<file path="src/rtl/apb_timer_s_if.sv">
// APB bus bundle between the interconnect (master) and the timer responder (slave).
interface apb_timer_s_if #(
  parameter int unsigned BUS_WIDTH = 16
) ();
  logic [BUS_WIDTH-1:0] S_PADDR;
  logic                 S_PWRITE;
  logic                 S_PSELx;
  logic                 S_PENABLE;
  logic [BUS_WIDTH-1:0] S_PWDATA;
  logic [BUS_WIDTH-1:0] S_PRDATA;
  logic                 S_PREADY;

  modport master (
    output S_PADDR, S_PWRITE, S_PSELx, S_PENABLE, S_PWDATA,
    input  S_PRDATA, S_PREADY
  );

  modport slave (
    input  S_PADDR, S_PWRITE, S_PSELx, S_PENABLE, S_PWDATA,
    output S_PRDATA, S_PREADY
  );
endinterface

</file>
<file path="src/rtl/apb_timer_s.sv">
// APB responder with a 16-bit down-counting timer, reload, expiry flag and interrupt.
// Every access takes 1 + WAIT_STATES cycles; S_PREADY is a one-cycle registered pulse.
module apb_timer_s #(
  parameter int unsigned BUS_WIDTH   = 16,
  parameter int unsigned WAIT_STATES = 0
) (
  input  logic           clk,
  input  logic           reset,
  apb_timer_s_if.slave   s_apb,
  output logic           out_irq
);

  typedef enum logic [1:0] {StIdle, StWait, StDone} state_e;

  state_e               r_state;
  state_e               w_state_next;
  logic [3:0]           r_wait_cnt;
  logic [2:0]           r_ctrl;
  logic [BUS_WIDTH-1:0] r_load;
  logic [BUS_WIDTH-1:0] r_count;
  logic                 r_expired;
  logic [BUS_WIDTH-1:0] r_prdata;
  logic                 r_pready;

  logic                 w_start;
  logic                 w_capture;
  logic                 w_commit;
  logic                 w_pready_next;
  logic                 w_expire;
  logic                 w_wr_ctrl;
  logic                 w_wr_load;
  logic                 w_wr_count;
  logic                 w_wr_status;
  logic [BUS_WIDTH-1:0] w_rdata;
  logic                 w_unused;

  assign w_start  = s_apb.S_PSELx & s_apb.S_PENABLE;
  assign w_unused = ^s_apb.S_PADDR[BUS_WIDTH-1:2];

  // State register
  always_ff @(posedge clk) begin
    if (reset) begin
      r_state <= StIdle;
    end else begin
      r_state <= w_state_next;
    end
  end

  // Next-state logic; losing PSELx while stalled abandons the transfer
  always_comb begin
    w_state_next = r_state;
    case (r_state)
      StIdle: begin
        if (w_start) begin
          w_state_next = (WAIT_STATES == 0) ? StDone : StWait;
        end
      end
      StWait: begin
        if (!s_apb.S_PSELx) begin
          w_state_next = StIdle;
        end else if (r_wait_cnt == 4'd1) begin
          w_state_next = StDone;
        end
      end
      StDone:  w_state_next = StIdle;
      default: w_state_next = StIdle;
    endcase
  end

  // Output decode
  always_comb begin
    w_pready_next = (w_state_next == StDone);
    w_capture     = (w_state_next == StDone) && (r_state != StDone);
    w_commit      = (r_state == StDone) && s_apb.S_PWRITE;
  end

  always_ff @(posedge clk) begin
    if (reset) begin
      r_wait_cnt <= '0;
    end else if (r_state == StIdle && w_start) begin
      r_wait_cnt <= 4'(WAIT_STATES);
    end else if (r_state == StWait) begin
      r_wait_cnt <= r_wait_cnt - 4'd1;
    end
  end

  always_comb begin
    w_wr_ctrl   = w_commit && (s_apb.S_PADDR[1:0] == 2'd0);
    w_wr_load   = w_commit && (s_apb.S_PADDR[1:0] == 2'd1);
    w_wr_count  = w_commit && (s_apb.S_PADDR[1:0] == 2'd2);
    w_wr_status = w_commit && (s_apb.S_PADDR[1:0] == 2'd3);
    w_expire    = r_ctrl[0] && (r_count == '0);
  end

  always_comb begin
    w_rdata = '0;
    case (s_apb.S_PADDR[1:0])
      2'd0:    w_rdata[2:0] = r_ctrl;
      2'd1:    w_rdata      = r_load;
      2'd2:    w_rdata      = r_count;
      default: w_rdata[0]   = r_expired;
    endcase
  end

  always_ff @(posedge clk) begin
    if (reset) begin
      r_prdata <= '0;
      r_pready <= 1'b0;
    end else begin
      r_pready <= w_pready_next;
      if (w_capture) begin
        r_prdata <= w_rdata;
      end
    end
  end

  // Bus writes are assigned after the timer update so they take precedence
  always_ff @(posedge clk) begin
    if (reset) begin
      r_ctrl    <= '0;
      r_load    <= '0;
      r_count   <= '0;
      r_expired <= 1'b0;
    end else begin
      if (r_ctrl[0]) begin
        if (r_count != '0) begin
          r_count <= r_count - BUS_WIDTH'(1);
        end else if (r_ctrl[1]) begin
          r_count <= r_load;
        end else begin
          r_ctrl[0] <= 1'b0;
        end
      end
      if (w_wr_ctrl) begin
        r_ctrl <= s_apb.S_PWDATA[2:0];
      end
      if (w_wr_load) begin
        r_load <= s_apb.S_PWDATA;
      end
      if (w_wr_count) begin
        r_count <= s_apb.S_PWDATA;
      end
      if (w_wr_status && s_apb.S_PWDATA[0]) begin
        r_expired <= 1'b0;
      end
      if (w_expire) begin
        r_expired <= 1'b1;
      end
    end
  end

  assign s_apb.S_PRDATA = r_prdata;
  assign s_apb.S_PREADY = r_pready;
  assign out_irq        = r_expired & r_ctrl[2];

endmodule

</file>
<file path="src/flat_wrapper.sv">
// flat-port wrapper written by rule: the top's interface ports become plain ports
module apb_timer_s_flat 
#(
  parameter int unsigned BUS_WIDTH   = 16,
  parameter int unsigned WAIT_STATES = 0
)
  (clk, reset, out_irq, s_apb_S_PADDR, s_apb_S_PWRITE, s_apb_S_PSELx, s_apb_S_PENABLE, s_apb_S_PWDATA, s_apb_S_PRDATA, s_apb_S_PREADY);
  apb_timer_s_if #(.BUS_WIDTH(BUS_WIDTH)) s_apb_i ();
  input  logic clk;
  input  logic reset;
  output logic out_irq;
  input wire logic [$bits(s_apb_i.S_PADDR)-1:0] s_apb_S_PADDR;
  input wire logic [$bits(s_apb_i.S_PWRITE)-1:0] s_apb_S_PWRITE;
  input wire logic [$bits(s_apb_i.S_PSELx)-1:0] s_apb_S_PSELx;
  input wire logic [$bits(s_apb_i.S_PENABLE)-1:0] s_apb_S_PENABLE;
  input wire logic [$bits(s_apb_i.S_PWDATA)-1:0] s_apb_S_PWDATA;
  output wire logic [$bits(s_apb_i.S_PRDATA)-1:0] s_apb_S_PRDATA;
  output wire logic [$bits(s_apb_i.S_PREADY)-1:0] s_apb_S_PREADY;
  assign s_apb_i.S_PADDR = s_apb_S_PADDR;
  assign s_apb_i.S_PWRITE = s_apb_S_PWRITE;
  assign s_apb_i.S_PSELx = s_apb_S_PSELx;
  assign s_apb_i.S_PENABLE = s_apb_S_PENABLE;
  assign s_apb_i.S_PWDATA = s_apb_S_PWDATA;
  assign s_apb_S_PRDATA = s_apb_i.S_PRDATA;
  assign s_apb_S_PREADY = s_apb_i.S_PREADY;
  apb_timer_s #(.BUS_WIDTH(BUS_WIDTH), .WAIT_STATES(WAIT_STATES)) u_core (.clk(clk), .reset(reset), .s_apb(s_apb_i), .out_irq(out_irq));
endmodule
</file>
<file path="config.mk">
export PLATFORM = sky130hd
export DESIGN_NAME = apb_timer_s_flat
export DESIGN_NICKNAME = d
export VERILOG_FILES = /design/src/rtl/apb_timer_s_if.sv /design/src/rtl/apb_timer_s.sv /design/src/flat_wrapper.sv
export SDC_FILE = /design/constraint.sdc
export NUM_CORES = 1
export LEC_CHECK = 0
export CAP_MARGIN = 20
export CORE_MARGIN = 3
export CORE_UTILIZATION = 48
export DETAILED_ROUTE_END_ITERATION = 6
export HOLD_SLACK_MARGIN = 0.06
export PLACE_DENSITY = 0.76
export SLEW_MARGIN = 10
export SYNTH_ARGS = -nofsm -noshare
export SYNTH_HDL_FRONTEND = slang
export SYNTH_SLANG_ARGS = --single-unit
export TNS_END_PERCENT = 5
</file>
<file path="constraint.sdc">
create_clock -name clk -period 2.15 [get_ports clk]
set_input_delay 0.645 -clock clk [delete_from_list [all_inputs] [get_ports clk]]
set_output_delay 0.645 -clock clk [all_outputs]
set_load 0.02 [all_outputs]
</file>
* After elaboration in Yosys (flattened, before gate mapping)
Index checks and enable logic that the tools add are counted.
Storage, ports and cells: register bits after elaboration 59, input port bits 37, output and inout bits 18, logic and storage cells 56
Cells by class: add/sub/neg operators 2, equal/unequal tests 8, multiplexer cells 17, bitwise logic cells 2, reductions and logical operators 18
Operator list (number):
- 2-to-1 mux 16 bit | 4
- one-hot mux 13 bit (2 select lines) | 1
- logical NOT 16 bit | 1
- nonzero test 16 bit | 1
- subtractor 16 x 1 -> 16 bit, second input constant | 1
- logical AND 1 bit | 9
- equality test 2 bit, second input constant | 4
- 2-to-1 mux 1 bit | 6
- 2-to-1 mux 2 bit | 3
- one-hot mux 2 bit (3 select lines) | 1
- equality test 2 x 1 -> 1 bit, second input constant | 2
- equality test 4 x 1 -> 1 bit, second input constant | 1
- logical NOT 2 bit | 2
- one-hot mux 2 bit (2 select lines) | 1
- nonzero test 2 bit | 2
- subtractor 4 x 1 -> 4 bit, second input constant | 1
- one-hot mux 1 bit (3 select lines) | 1
- nonzero test 3 bit | 1
- AND 1 bit | 2
- inequality test 2 bit, second input constant | 1
- AND reduction 2 bit | 1
- OR reduction 2 bit | 1

* Logic depth before layout (Yosys ltp)
depth in word-level cells 6, mapped depth 8, depth with buffers taken out 7

* Least setup slack after synthesis
No wires, ideal clock.
kind flip-flop to flip-flop, from register u_core.r_count[12], to register u_core.r_count[7], library setup time 0.133 ns, arrival time 2.160 ns, data required time 2.017 ns, slack -0.143 ns, stages on the path, launching flop included 7, buffers on the path 1, clock period less this slack 2.293 ns, cells stage by stage dfxtp_1 -> buf_6 -> or4_4 -> or4_4 -> mux2_1 -> a311oi_1 -> nor4_1
On the way: word-level cells in the longest chain between the ends 4, elaborated cells on any way between the ends 6, those cells by class mux: 3; reduce/logical: 3
Ends and longest elaborated chain:
- from (decl) | line apb_timer_s.sv:20 | logic [BUS_WIDTH-1:0] r_count;
- from (signal assigned) | line apb_timer_s.sv:127 | r_count <= r_count - BUS_WIDTH'(1);
- from (signal assigned) | line apb_timer_s.sv:129 | r_count <= r_load;
- from (signal assigned) | line apb_timer_s.sv:141 | r_count <= s_apb.S_PWDATA;
- nonzero test 16 bit * | line apb_timer_s.sv:126 | if (r_count != '0) begin
- 2-to-1 mux 16 bit | line apb_timer_s.sv:126
- 2-to-1 mux 16 bit | line apb_timer_s.sv:125 | if (r_ctrl[0]) begin
- 2-to-1 mux 16 bit | line apb_timer_s.sv:140 | if (w_wr_count) begin
Every way passes the cells marked *; elsewhere a longest branch is shown, timed or not. The select of a mux whose other input is x is not followed. A chain may end at the register's enable or synchronous reset.

* Worst setup path in the final report
from register u_core.r_count[14], to register u_core.r_count[15]
On the way: word-level cells in the longest chain between the ends 4, elaborated cells on any way between the ends 7, those cells by class add/sub: 1; mux: 3; reduce/logical: 3
Ends and longest elaborated chain (line):
- subtractor 16 x 1 -> 16 bit or nonzero test 16 bit (tied branches) | apb_timer_s.sv:127, apb_timer_s.sv:126
- 2-to-1 mux 16 bit | apb_timer_s.sv:126
- 2-to-1 mux 16 bit | apb_timer_s.sv:125
- 2-to-1 mux 16 bit | apb_timer_s.sv:140
Parallel ways exist; a longest one is shown, timed or not. The select of a mux whose other input is x is not followed.

==> impl_metrics.yaml <==
run_status:
  status: "finished, violations left"
  violations: "setup timing"
grt:
  grt_use_met2_pct: 44.4
  grt_pass1_wl_mm: 16.5
  grt.total_usage_pct: 27.8
  grt_max_degree: 38
  gr-usage-met1_pct: 35.3
  gr-total-overflow: 0
  grt_pass1_vias: 3370
  busiest_layer: "met2"
  antenna_found_initial: 0
  grt.met3_usage_pct: 6.96
placed_design:
  place_congestion: 0.964
  place_inst: 559
  dp_hpwl_mm: 7.19
  place_area_mm2: 0.00409
  io_buffers: 40
power_and_ir_drop:
  ir_worst_vdd_mv: 0.601
  comb_power_share_pct: 13.4
  p_leak_uw: 0.00160
  switching_share_pct: 26.7
  power_density_mw_per_mm2: 557
  p_int_uw: 1760
  clockPowerShare_pct: 40.6
  seqPwrFrac_pct: 46.0
  switchingPower_uw: 643
worst_setup_path:
  critical_path_required_ns: 2.41
  r2r-end: "u_core.r_count[15]"
  arrival_ns: 2.46
  worst_setup_path_end_kind: "flop"
  ff2ff_setup_slack_ns: -0.04
  crit_family: "simple AND/OR/NAND/NOR gates"
  critPathMostFrequentCell: "or4_4"
  cp_num_buf_inv: 1
  worst_path_max_delay_cell: "or4_4"
  cp_cell_sequence: "or4_4 -> or4_4 -> o31ai_4 -> buf_4 -> a21oi_1 -> o31ai_1"
  worstPathMaxFanout: 4
  worst_r2r_path_depth: 6
  crit_type: "flop to flop"
  r2r-start: "u_core.r_count[14]"
  slowest_delay_ns: 0.58
  critPathLaunchType: "flop"
die:
  die_area_mm2: 0.00771
  die_height_um: 87.8
  fp-row-count: 29
  io_pins: 55
  start_util_pct: 50.0
  coreArea_mm2: 0.00642
  die_width_um: 87.8
final_layout:
  final_common_cell: "nand2_1"
  fillers: 541
  n_antenna_cell: 0
  final_cell_mix: "69 x nand2_1, 58 x dfxtp_1, 56 x buf_4"
  final_area_mm2: 0.00432
  fin_nets: 541
  regArea_mm2: 0.00118
  final_cells: 576
  area_growth_pct: 34.5
  final_layout_size_suffix_gt1_share_pct: 19.2
  multi_input_area_mm2: 0.00190
sta:
  rsz0062_at_grt: "yes"
  slew-limit-headroom_pct: 64.8
  max_slew.worst_pin.slew_ns: 0.527
  finalSetupTns_ns: -0.120
  slew_violations: 0
  fin_crit_sh_pct: 102
  worst_slack_ns: -0.0416
  fin_worst_skew_ns: 0.00836
  final.min_clock_period_ns: 2.19
  finalSetupViolations: 4
  max_freq_mhz: 456
  hold_viol: 0
drt:
  drtIter0Drc: 319
  wl_per_cell_um: 17.7
  wirelength_mm: 10.2
  avgViaCountPerCell: 6.12
  drtAntennaViolNets: 0
  drc: 0
  dr_total_vias: 3524
  dr.pass1.iters: 6
yosys:
  yosys_warnings: 0
  syn-num-nets: 460
  postSynthCellCount: 414
  synthXorXnorAreaFrac_pct: 1.91
  syn_avg_cell_area_um2: 7.76
  synth_compound_area_share_pct: 24.7
  syn_area_mm2: 0.00321
  synth_enable_flop_cells: 0
  yosys.area.top_type: "dfxtp_1"
  synth_top_area_share_pct: 36.8
  synthSimpleGateAreaFrac_pct: 26.7
  synth.distinct_cells: 60
  synth_top_family_by_area: "simple AND/OR/NAND/NOR gates"
  async_flop_share_pct: 0
  synthFlopType: "dfxtp_1"
  yosysSeqAreaShare_pct: 36.8
  muxShareOfSynthArea_pct: 1.29
  synth_area_leaders: "dfxtp_1 37%, nand2_1 8.2%, a21oi_1 7.2%"
  synth_fa_ha_area_share_pct: 3.51
  synth-seq-cells: 59
cts:
  hold_buffers: 0
  cts_buffer_depth: 2
  cts_tree: "built"
  cts.root.buffer_cell: "clkbuf_8"
  cts_made_buffers: 9
  clk_pin_slew_ns: 0.07
  cts_max_level: 3
  cts.sinks: 59
  insertion_delay_ns: 0.35
hold_path:
  hold_path_end: "u_core.s_apb.S_PRDATA[13]"
  hold_start: "u_core.s_apb.S_PRDATA[13]"
  min_path_cells: 2
  min_path_type: "flop to flop"
job:
  drv_cap: 0
[power groups by stage]
stage / sequential (µW) / combinational, µW / clock, µW
finish: 1110 / 324 / 977
global route: 1110 / 348 / 1040
CTS: 1110 / 310 / 982
detailed placement: 1130 / 306 / 0
global placement: 1130 / 303 / 0
floorplan: 1130 / 151 / 0
[routing by layer]
layer,up-vias,wire [µm]
li1,1661,-
met1,1629,4260
met2,195,4690
met3,39,893
met4,0,382
met5,-,0
[registers in the layout, summed over array words and instances, names as in the netlist]
register,count
u_core.r_wait_cnt,4
u_core.r_expired,1
u_core.s_apb.S_PREADY,1
u_core.r_state,2
u_core.r_count,16
u_core.r_ctrl,3
u_core.s_apb.S_PRDATA,16
u_core.r_load,16
[worst reg2reg max path: stages (launching register included)]
cell	delay, ns
dfxtp_2	0.32
or4_4	0.53
or4_4	0.58
o31ai_4	0.25
buf_4	0.17
a21oi_1	0.07
o31ai_1	0.19
[synthesized netlist by cell type (3+ instances only)]
cell and instances:
nand2_1 70, dfxtp_1 59, a21oi_1 46, clkbuf_1 28
nor2_1 26, nand3_1 25, nor3_1 13, a22o_1 12
o21ai_0 11, a211oi_1 9, ha_1 9, inv_1 9
nor4_1 9, nand2b_1 5, nor2b_1 5, a311oi_1 4
nor3b_1 4, xor2_1 4, a222oi_1 3, a32oi_1 3
and2_1 3, mux2i_1 3, o211ai_1 3, o22ai_1 3
or3_1 3, or4_4 3, xnor2_1 3
[worst max path at each step]
stage                             from            endpoint  depth (start not counted)
global placement      s_apb_S_PADDR[1]   u_core.r_count[0]                          7
CTS                 u_core.r_count[14]  u_core.r_count[15]                          6
finish              u_core.r_count[14]  u_core.r_count[15]                          6
global route        u_core.r_count[14]  u_core.r_count[15]                          6
detailed placement    s_apb_S_PADDR[1]   u_core.r_count[0]                          7
floorplan           u_core.r_count[12]   u_core.r_count[7]                          6
[cell type report]
cell class | instances | share of cell area [%]
multi-input cells | 314 | 43.9
flip-flops and latches | 59 | 27.4
repair buffers | 102 | 21.5
clock buffers | 9 | 2.87
well taps | 77 | 2.23
clock inverters | 6 | 1.33
inverters | 9 | 0.782
[cell families (layout without fill, tap and decap cells)]
kind of cell,Yosys count,after routing
compound gates,117,117
simple gates,177,177
fa+ha+maj,9,9
mux,4,4
flops,59,59
buf+inv,41,126
xor+xnor,7,7
[metrics by stage]
stage	hold WS (ns)	power, µW	worst slack [ns]	util [%]
2_1_floorplan	0.444	1280	-0.00965	-
3_3_place_gp	0.447	1430	-0.242	63.6
3_5_place_dp	0.450	1440	-0.265	63.6
4_1_cts	0.459	2400	-0.0652	66.7
5_1_grt	0.484	2500	-0.129	67.3
6_report	0.458	2410	-0.0416	67.3
[what timing repair did]
action / 4_1_cts / 5_1_grt
resized for setup: 1 / 12
pin swaps: 4 / 5
buffers inserted: 2 / 0
endpoints found under the setup margin: 5 / 14
Power figures use the tool's default switching activity.
